`src/rtl/serializer_10bit_if.sv`:
```
// ---------------------------------------------------------------------------
// serializer_10bit_if
// Bundle of the word handshake and serial link signals of serializer_10bit.
//   in_data     word offered by upstream (master -> slave)
//   in_valid    upstream has a word (master -> slave)
//   in_ready    serializer can take a word (slave -> master)
//   abort       cancel the frame in progress (master -> slave)
//   ser_out     serial data bit, 0 when ser_valid = 0 (slave -> master)
//   ser_valid   ser_out carries a frame bit (slave -> master)
//   frame_start one-cycle pulse on the first cycle of bit 0 (slave -> master)
//   frame_end   one-cycle pulse on the last cycle of the last bit
//   busy        frame in progress, same as ser_valid
// The serializer connects through the slave modport; the word source and
// serial sink use the master modport.
// ---------------------------------------------------------------------------
interface serializer_10bit_if #(
  parameter int WIDTH = 10
);
  logic [WIDTH-1:0] in_data;
  logic             in_valid;
  logic             in_ready;
  logic             abort;
  logic             ser_out;
  logic             ser_valid;
  logic             frame_start;
  logic             frame_end;
  logic             busy;

  modport master (
    output in_data, in_valid, abort,
    input  in_ready, ser_out, ser_valid, frame_start, frame_end, busy
  );

  modport slave (
    input  in_data, in_valid, abort,
    output in_ready, ser_out, ser_valid, frame_start, frame_end, busy
  );
endinterface

```
`src/rtl/serializer_10bit.sv`:
```
// ---------------------------------------------------------------------------
// serializer_10bit
// Parallel-to-serial transmitter. One WIDTH-bit word is accepted on an
// in_valid & in_ready edge and shifted out on ser_out, each bit held for
// BIT_CYCLES clocks, first bit on the cycle after the accept.
// Ports:
//   clk  rising-edge clock
//   rst  synchronous active-high reset
//   bus  serializer_10bit_if.slave: word handshake, abort, serial outputs
// All outputs except in_ready are registered.
// ---------------------------------------------------------------------------
module serializer_10bit #(
  parameter int WIDTH      = 10,
  parameter int BIT_CYCLES = 1,
  parameter int MSB_FIRST  = 1
) (
  input logic               clk,
  input logic               rst,
  serializer_10bit_if.slave bus
);

  localparam int BW = $clog2(WIDTH);
  localparam int CW = (BIT_CYCLES > 1) ? $clog2(BIT_CYCLES) : 1;

  typedef enum logic {IDLE, SHIFT} state_t;

  state_t           state_q;
  logic [WIDTH-1:0] shift_q;
  logic [BW-1:0]    bit_cnt_q;
  logic [CW-1:0]    cyc_cnt_q;
  logic             ser_out_q;
  logic             ser_valid_q;
  logic             frame_start_q;
  logic             frame_end_q;

  logic in_ready;
  logic cyc_last;
  logic bit_last;

  // Bit that goes on the wire next, taken from the head of the word.
  function automatic logic head_bit(input logic [WIDTH-1:0] w);
    return (MSB_FIRST != 0) ? w[WIDTH-1] : w[0];
  endfunction

  // Word with its head bit consumed, so the following bit sits at the head.
  function automatic logic [WIDTH-1:0] advance(input logic [WIDTH-1:0] w);
    return (MSB_FIRST != 0) ? {w[WIDTH-2:0], 1'b0} : {1'b0, w[WIDTH-1:1]};
  endfunction

  assign in_ready = (state_q == IDLE) && !rst;
  assign cyc_last = (cyc_cnt_q == CW'(BIT_CYCLES - 1));
  assign bit_last = (bit_cnt_q == BW'(WIDTH - 1));

  // NOTE: every register below is assigned with <= so all branches see the
  // pre-edge values of the counters and shift register.
  always_ff @(posedge clk) begin
    if (rst) begin
      state_q       <= IDLE;
      // NOTE: the shift register is a plain data register but is still
      // cleared so no stale word can leak onto the link after a reset.
      shift_q       <= '0;
      bit_cnt_q     <= '0;
      cyc_cnt_q     <= '0;
      ser_out_q     <= 1'b0;
      ser_valid_q   <= 1'b0;
      frame_start_q <= 1'b0;
      frame_end_q   <= 1'b0;
    end else begin
      case (state_q)
        IDLE: begin
          // Abort is ignored here; only the handshake matters.
          if (bus.in_valid && in_ready) begin
            state_q       <= SHIFT;
            shift_q       <= advance(bus.in_data);
            bit_cnt_q     <= '0;
            cyc_cnt_q     <= '0;
            ser_out_q     <= head_bit(bus.in_data);
            ser_valid_q   <= 1'b1;
            frame_start_q <= 1'b1;
            frame_end_q   <= 1'b0;  // WIDTH >= 2: bit 0 is never the last bit
          end
        end

        SHIFT: begin
          frame_start_q <= 1'b0;
          if (bus.abort) begin
            // Cancelled frame: drop straight to idle without a frame_end.
            state_q     <= IDLE;
            ser_out_q   <= 1'b0;
            ser_valid_q <= 1'b0;
            frame_end_q <= 1'b0;
          end else if (cyc_last) begin
            cyc_cnt_q <= '0;
            if (bit_last) begin
              state_q     <= IDLE;
              ser_out_q   <= 1'b0;
              ser_valid_q <= 1'b0;
              frame_end_q <= 1'b0;
            end else begin
              bit_cnt_q   <= bit_cnt_q + BW'(1);
              ser_out_q   <= head_bit(shift_q);
              shift_q     <= advance(shift_q);
              // Entering the last bit with one-cycle bits: that cycle is the end.
              frame_end_q <= (bit_cnt_q + BW'(1) == BW'(WIDTH - 1)) && (BIT_CYCLES == 1);
            end
          end else begin
            cyc_cnt_q   <= cyc_cnt_q + CW'(1);
            // frame_end is raised one edge early so it is a registered pulse.
            frame_end_q <= bit_last && (cyc_cnt_q + CW'(1) == CW'(BIT_CYCLES - 1));
          end
        end

        default: state_q <= IDLE;
      endcase
    end
  end

  assign bus.in_ready    = in_ready;
  assign bus.ser_out     = ser_out_q;
  assign bus.ser_valid   = ser_valid_q;
  assign bus.frame_start = frame_start_q;
  assign bus.frame_end   = frame_end_q;
  assign bus.busy        = ser_valid_q;

endmodule

```
`src/flat_wrapper.sv`:
```
// flat-port wrapper written by rule: the top's interface ports become plain ports
module serializer_10bit_flat 
#(
  parameter int WIDTH      = 10,
  parameter int BIT_CYCLES = 1,
  parameter int MSB_FIRST  = 1
)
  (clk, rst, bus_in_data, bus_in_valid, bus_abort, bus_in_ready, bus_ser_out, bus_ser_valid, bus_frame_start, bus_frame_end, bus_busy);
  serializer_10bit_if #(.WIDTH(WIDTH)) bus_i ();
  input logic clk;
  input logic rst;
  input wire logic [$bits(bus_i.in_data)-1:0] bus_in_data;
  input wire logic [$bits(bus_i.in_valid)-1:0] bus_in_valid;
  input wire logic [$bits(bus_i.abort)-1:0] bus_abort;
  output wire logic [$bits(bus_i.in_ready)-1:0] bus_in_ready;
  output wire logic [$bits(bus_i.ser_out)-1:0] bus_ser_out;
  output wire logic [$bits(bus_i.ser_valid)-1:0] bus_ser_valid;
  output wire logic [$bits(bus_i.frame_start)-1:0] bus_frame_start;
  output wire logic [$bits(bus_i.frame_end)-1:0] bus_frame_end;
  output wire logic [$bits(bus_i.busy)-1:0] bus_busy;
  assign bus_i.in_data = bus_in_data;
  assign bus_i.in_valid = bus_in_valid;
  assign bus_i.abort = bus_abort;
  assign bus_in_ready = bus_i.in_ready;
  assign bus_ser_out = bus_i.ser_out;
  assign bus_ser_valid = bus_i.ser_valid;
  assign bus_frame_start = bus_i.frame_start;
  assign bus_frame_end = bus_i.frame_end;
  assign bus_busy = bus_i.busy;
  serializer_10bit #(.WIDTH(WIDTH), .BIT_CYCLES(BIT_CYCLES), .MSB_FIRST(MSB_FIRST)) u_core (.clk(clk), .rst(rst), .bus(bus_i));
endmodule
```
`config.mk`:
```
export PLATFORM = sky130hd
export DESIGN_NAME = serializer_10bit_flat
export DESIGN_NICKNAME = d
export VERILOG_FILES = /design/src/rtl/serializer_10bit_if.sv /design/src/rtl/serializer_10bit.sv /design/src/flat_wrapper.sv
export SDC_FILE = /design/constraint.sdc
export NUM_CORES = 1
export LEC_CHECK = 0
export CORE_MARGIN = 5
export CORE_UTILIZATION = 45
export CTS_CLUSTER_SIZE = 24
export DETAILED_ROUTE_END_ITERATION = 10
export GPL_ROUTABILITY_DRIVEN = 0
export PLACE_DENSITY = 0.72
export SYNTH_ARGS = -nofsm -noshare
export SYNTH_HDL_FRONTEND = slang
export SYNTH_SLANG_ARGS = --single-unit
export TNS_END_PERCENT = 100
```
`constraint.sdc`:
```
create_clock -name clk -period 2.85 [get_ports clk]
set_clock_uncertainty 0.1 [all_clocks]
set_input_delay 0.57 -clock clk [delete_from_list [all_inputs] [get_ports clk]]
set_output_delay 0.57 -clock clk [all_outputs]
set_load 0.005 [all_outputs]
```
==> results.md, run 1 <==
- Routed Antenna Nets: 0
- Reg-to-Reg End: u_core.shift_q[3]
- Clock buffer depth: 2
- Layout Area Growth over Synthesis: 22.5%
- Pre-antenna DRT Iters: 4
- Post-Syn Nets: 116
- Vias: 745
- Max_slew headroom: 75.6%
- Distinct cells, synth: 33
- Avg WL per Cell: 11.9 um
- Vias in the first global route: 691
- LEAKAGE: ~0.00041 uW
- Multi-input gate area: 495 um^2
- Top cells by area, synth: dfxtp_1, mux2i_1, a211oi_1, nor2_1, ha_1
- Post-synthesis cell count: 99
- FF-to-FF Start: u_core.state_q
- Post-CTS resize count: 0
- Die area: 3100 um^2
- Fin Setup TNS: 0 ns
- Fraction of registers with async set or reset after synthesis: 0%
- Total track usage: 11.9%
- Port Buf Inserts: 19
- Sequential area share after synthesis: between 30% and 40%
- Die Y: 55.7 um
- Yosys warns: 0
- Avg Synthesized Cell Area: ~9.5 um^2
- Pwr per Cell Area: 457 nW/um^2
- Synth top cells by count: dfxtp_1, nor2_1, mux2i_1
- Yosys reg bits: 18
- Worst-Skew Late Latency: ~0.28 ns
- R2R Setup Slk: 1.23 ns
- Crit end category: primary output
- Core Area: 1980 um^2
- Slew Viols, Final: 0
- Main synth FF type: dfxtp_1
- HP Start: u_core.bus.frame_start
- Status: finished clean
- CTS tree: built
- Unrepaired setup endpoints after global routing: no
- Cts bufs inserted: 3
- Initial Utilization: between 40% and 50%
- Finished Core Util: 58.0%
- Routed vias/inst: between 5 and 6
- Worst setup SP type: primary input
- Critical path origin: rst
- Fin crit period: 2.34 ns
- Final setup viols: 0
- Worst R2R Path Depth: 5
- Required @ worst endpoint: around 2.2 ns
- CTS Hold Bufs: 0
- Crit Path Max Fanout: 2
- Antenna violations before repair: 0
- Drt drc: 0
- Min-Delay Path Class: flop to flop
- Final Hold Vio Count: 0
- First-pass GRT wire length: 2970 um
- Ports: 20
- Arr. time, crit path: 1.67 ns
- Hold Crit Depth: 1
- Hold slack: 0.375 ns
- Worst Tran Pin Value: 0.366 ns
- Nets: 135
- Number of synthesized flops with an enable pin: 0
- Crit share post-route: 82.2%
- Worst setup path class: primary input to primary output
- WHS Endpoint: u_core.bus.frame_start
- Max Cap Viol: 0
- Mapped Area: 938 um^2
- Most frequent cell after synthesis: dfxtp_1
- Fmax: about 430 MHz
- Antenna cells: 0
- Synth area leader: dfxtp_1
- Clock-pin slew on the worst setup and hold paths: about 0.10 ns
- Row Count: 16
- DP Wirelength: 1260 um
- Root buf cell: clkbuf_4
- Layout cells sized above 1: 12.0%
- Clock Sinks: 18
- Fill cells: 179
- Max VDD drop: between 0.3 and 0.4 mV
- WL final: 1710 um
- Share of the synthesized area in the top cell type: 38.4%
- # H-tree levels: 1
- Pin count of the biggest net entering global routing: 19
- Seq. cell area: 360 um^2
- Iter 0 DRT Violations: 12
- Post-CTS setup buffer count: 0
- Die W: roughly 56 um
- Global route total overflow: 0
## placed cells by master (no fill, tap or decap), drive strengths merged
master	count
a21o	1
xnor2	1
o21a	2
nand3b	2
nand2	5
o21ai	2
ha	3
a31oi	1
a211oi	9
nor3b	3
and3b	1
a21oi	7
clkbuf	4
a31o	1
buf	2
o41ai	1
and2b	1
and3	1
nor3	2
nor2	13
clkdlybuf4s50	19
nand3	1
inv	5
o22ai	1
and2	1
dfxtp	18
mux2i	9
nand4b	1
## worst max-delay path by stage
stage	to	slack, ns	depth (start not counted)
3_5_place_dp	bus_in_ready	0.51	3
5_1_grt	bus_in_ready	0.45	3
6_report	bus_in_ready	0.51	3
3_3_place_gp	bus_in_ready	0.51	3
2_1_floorplan	u_core.shift_q[7]	1.21	6
4_1_cts	bus_in_ready	0.49	3
## sequential cells by signal (all words and copies together) (netlist names)
name,count
u_core.bit_cnt_q,4
u_core.bus.busy,1
u_core.bus.frame_end,1
u_core.bus.frame_start,1
u_core.bus.ser_out,1
u_core.shift_q,9
u_core.state_q,1
## kinds of logic after synthesis
group,Yosys count,synth area share (%)
fa+ha+maj,3,4.00
buf+inv,12,8.80
compound gates,25,19.5
mux,9,9.60
flops,18,38.4
simple gates,31,18.8
xor+xnor,1,0.934
## routing by layer
metal / GRT usage (%) / up-vias / share of wire [%]
li1: - / 389 / -
met4: 7.29 / 0 / 0.70
met5: 0 / - / 0
met3: 2.78 / 2 / 5.6
met2: 18.9 / 18 / 45
met1: 14.2 / 336 / 48
## cell type report
class	count	share of cell area [%]
inverters	5	1.63
flip-flops and latches	18	31.3
repair buffers	21	17.8
clock buffers	4	3.16
multi-input cells	69	43.1
well taps	27	2.94
## through the flow
stage	setup WS, ns	std cells	area, um^2	total power (uW)
6_report	0.508	144	1150	525
3_3_place_gp	0.515	140	1110	376
2_1_floorplan	1.21	99	938	345
4_1_cts	0.493	144	1150	534
5_1_grt	0.449	144	1150	555
3_5_place_dp	0.515	140	1110	379
## power breakdown
group / internal [uW] / switching [uW]
Combinational: 53.6 / 40.5
Clock: 77.7 / 75.8
Sequential: 268 / 9.54
Total: 399 / 126
## critical path: stages
cell             delay, ns
clkdlybuf4s50_1       0.43
nor2_1                0.15
clkdlybuf4s50_1       0.52
(Power assumes the default switching activity.)
==> run 2: changes to the inputs <==
- CORE_UTILIZATION: 45 -> 44
- PLACE_DENSITY: 0.72 -> 0.73
- clock period: 2.85 -> 2 ns (I/O delays scaled with it)
==> run 2 against run 1 <==
Against the previous run: die area is 1.9% higher; clock power increased by 48%; critical path depth is the same; largest cell class unchanged; utilization rose by 1.4 points; total power increased by 46%.
==> results.md, run 2 (same netlist as run 1, synthesis figures left out) <==
- Antenna cells: 0 (unchanged)
- Combinational cell fraction of total power: 18.7% (+0.8 points)
- Routed vias/inst: 5.31 (+2.6%)
- Root buf cell: clkbuf_4
- Design area: 1190 um^2 (+3.5%)
- Vias: 791 (+6.2%)
- Avg WL per Cell: 12.2 um (+3.1%)
- Ports: 20 (unchanged)
- Switching pwr: 188 uW (+50%)
- Min-Delay Path Class: flop to flop
- Final worst slack: 0.00615 ns (-0.502 ns)
- Vias in the first global route: 754 (+9.1%)
- Clock-pin slew on the worst setup and hold paths: 0.10 ns (about the same)
- Worst-Skew Late Latency: 0.29 ns (about the same)
- First-pass GRT wire length: 3140 um (+5.6%)
- Status: finished clean
- Antenna violations before repair: 0 (unchanged)
- Nets: 140 (+3.7%)
- Required @ worst endpoint: 1.50 ns (-0.68 ns)
- Placed cells: 144 (+2.9%)
- Total track usage: 12.8% (+0.96 points)
- Fin crit period: 1.99 ns
- Finished Core Util: 59.4% (+1.4 points)
- Worst setup path class: primary input to primary output
- Slew Viols, Final: 0 (unchanged)
- Global route total overflow: 0 (unchanged)
- Die Y: 56.2 um (+0.93%)
- Row Count: 16 (unchanged)
- Iter 0 DRT Violations: 7 (-5)
- Crit Path Max Fanout: 2 (unchanged)
- Power share of the clock group: 29.5% (+0.3 points)
- Pre-antenna DRT Iters: 3 (-1)
- Crit end category: primary output
- Clock buffer depth: 2 (unchanged)
- Final Hold Vio Count: 0 (unchanged)
- Regs by FF count: u_core.shift_q (9), u_core.bit_cnt_q (4)
- Most frequent cells in the layout: clkdlybuf4s50_1, dfxtp_1, nor2_1
- Final setup viols: 0 (unchanged)
- # H-tree levels: 1 (unchanged)
- Routed Antenna Nets: 0 (unchanged)
- Initial Utilization: 46.9% (-0.47 points)
- Post-Layout Cell Count: 149 (+3.5%)
- Placed cell area: 1140 um^2 (+2.7%)
- Largest Register: u_core.shift_q
- Layout cells sized above 1: 16.4% (+4.4 points)
- Worst Tran Pin Value: 0.235 ns (-0.131 ns)
- Largest register FFs: 9 (unchanged)
- Layout Area Growth over Synthesis: 26.8%
- WL final: 1820 um (+6.7%)
- Port Buf Inserts: 19 (unchanged)
- Drt drc: 0 (unchanged)
- Power Internal: 576 uW (+44%)
- Cts bufs inserted: 3 (unchanged)
- Die W: 56.2 um (+0.93%)
- Placement Setup Slack: -0.0144 ns (-0.529 ns)
- Worst setup SP type: primary input
- Pwr per Cell Area: 643 nW/um^2 (+41%)
- Clock Sinks: 18 (unchanged)
- Total Power: 765 uW (+46%)
- Fmax: 502 MHz
- DP Wirelength: 1360 um (+7.8%)
- LEAKAGE: 0.000439 uW (+6.2%)
- Crit share post-route: 99.7%
- Max VDD drop: 0.432 mV (+27%)
- Core Area: 2000 um^2 (+1.0%)
- Arr. time, crit path: 1.49 ns (-0.18 ns)
- CTS Hold Bufs: 0 (unchanged)
- Max Cap Viol: 0 (unchanged)
- Switching Fraction: 24.6% (+0.68 points)
- CTS tree: built
- Reg power frac: 51.8% (-1.0 points)
- Die area: 3160 um^2 (+1.9%)
- Pin count of the biggest net entering global routing: 18 (-1)
- Max_slew headroom: 84.1% (+8.6 points)
- Commonest non-fill, non-tap cell in the layout: clkdlybuf4s50_1
==> run 2: changes by cell type in the layout (fill, tap and decap cells not counted) <==
cell / change
nor2_2: +1
nor2_1: -1
buf_4: +5
==> run 2: final timing paths <==
check	startpoint	end	slack, ns	cells after the start
worst min-delay path	u_core.bus.frame_end	u_core.bus.frame_end	0.38	2
worst max-delay path	rst	bus_in_ready	0.006	3
worst max register to register	u_core.bit_cnt_q[1]	u_core.bus.ser_out	0.42	6
worst min register to register	u_core.bus.frame_end	u_core.bus.frame_end	0.38	2
==> run 2: metal layers <==
layer	global-route usage (%)	up-vias	wire length, um	share of wire, %
li1	-	397	-	-
met2	20.9	15	880	48
met5	0	-	0	0
met3	3.71	4	76	4.2
met1	14.0	375	839	46
met4	9.15	0	28	1.5
==> run 2: power groups by stage <==
stage,Sequential [uW],Clock (uW),Combinational [uW]
2_1_floorplan,401,0,90.4
3_3_place_gp,403,0,139
3_5_place_dp,404,0,141
4_1_cts,396,237,142
5_1_grt,400,254,156
6_report,396,226,143
==> run 2: worst max-delay path, cell delays in order <==
cell             delay [ns]
clkdlybuf4s50_1        0.44
nor2_2                 0.12
clkdlybuf4s50_1        0.53
==> run 2: metrics by stage <==
| step | setup TNS, ns | hold slack [ns] |
|---|---|---|
| after floorplan | 0 | 0.337 |
| after global placement | 0 | 0.351 |
| after detailed placement | -0.0144 | 0.362 |
| after CTS | 0 | 0.382 |
| after global routing | -0.0211 | 0.406 |
| final | 0 | 0.378 |
==> run 2: final cells by class <==
class	instances	area, um^2
fillers	188	812
multi-input cells	69	498
inverters	5	18.8
clock buffers	4	36.3
well taps	27	33.8
repair buffers	26	243
flip-flops and latches	18	360
==> run 2: what timing repair did <==
| action | 4_1_cts | 5_1_grt |
|---|---|---|
| setup endpoints to repair | 1 | 1 |
| pin swaps | 0 | 1 |
| resized for setup | 1 | 0 |
| hold endpoints to repair | 0 | 0 |
| setup buffers | 0 | 1 |
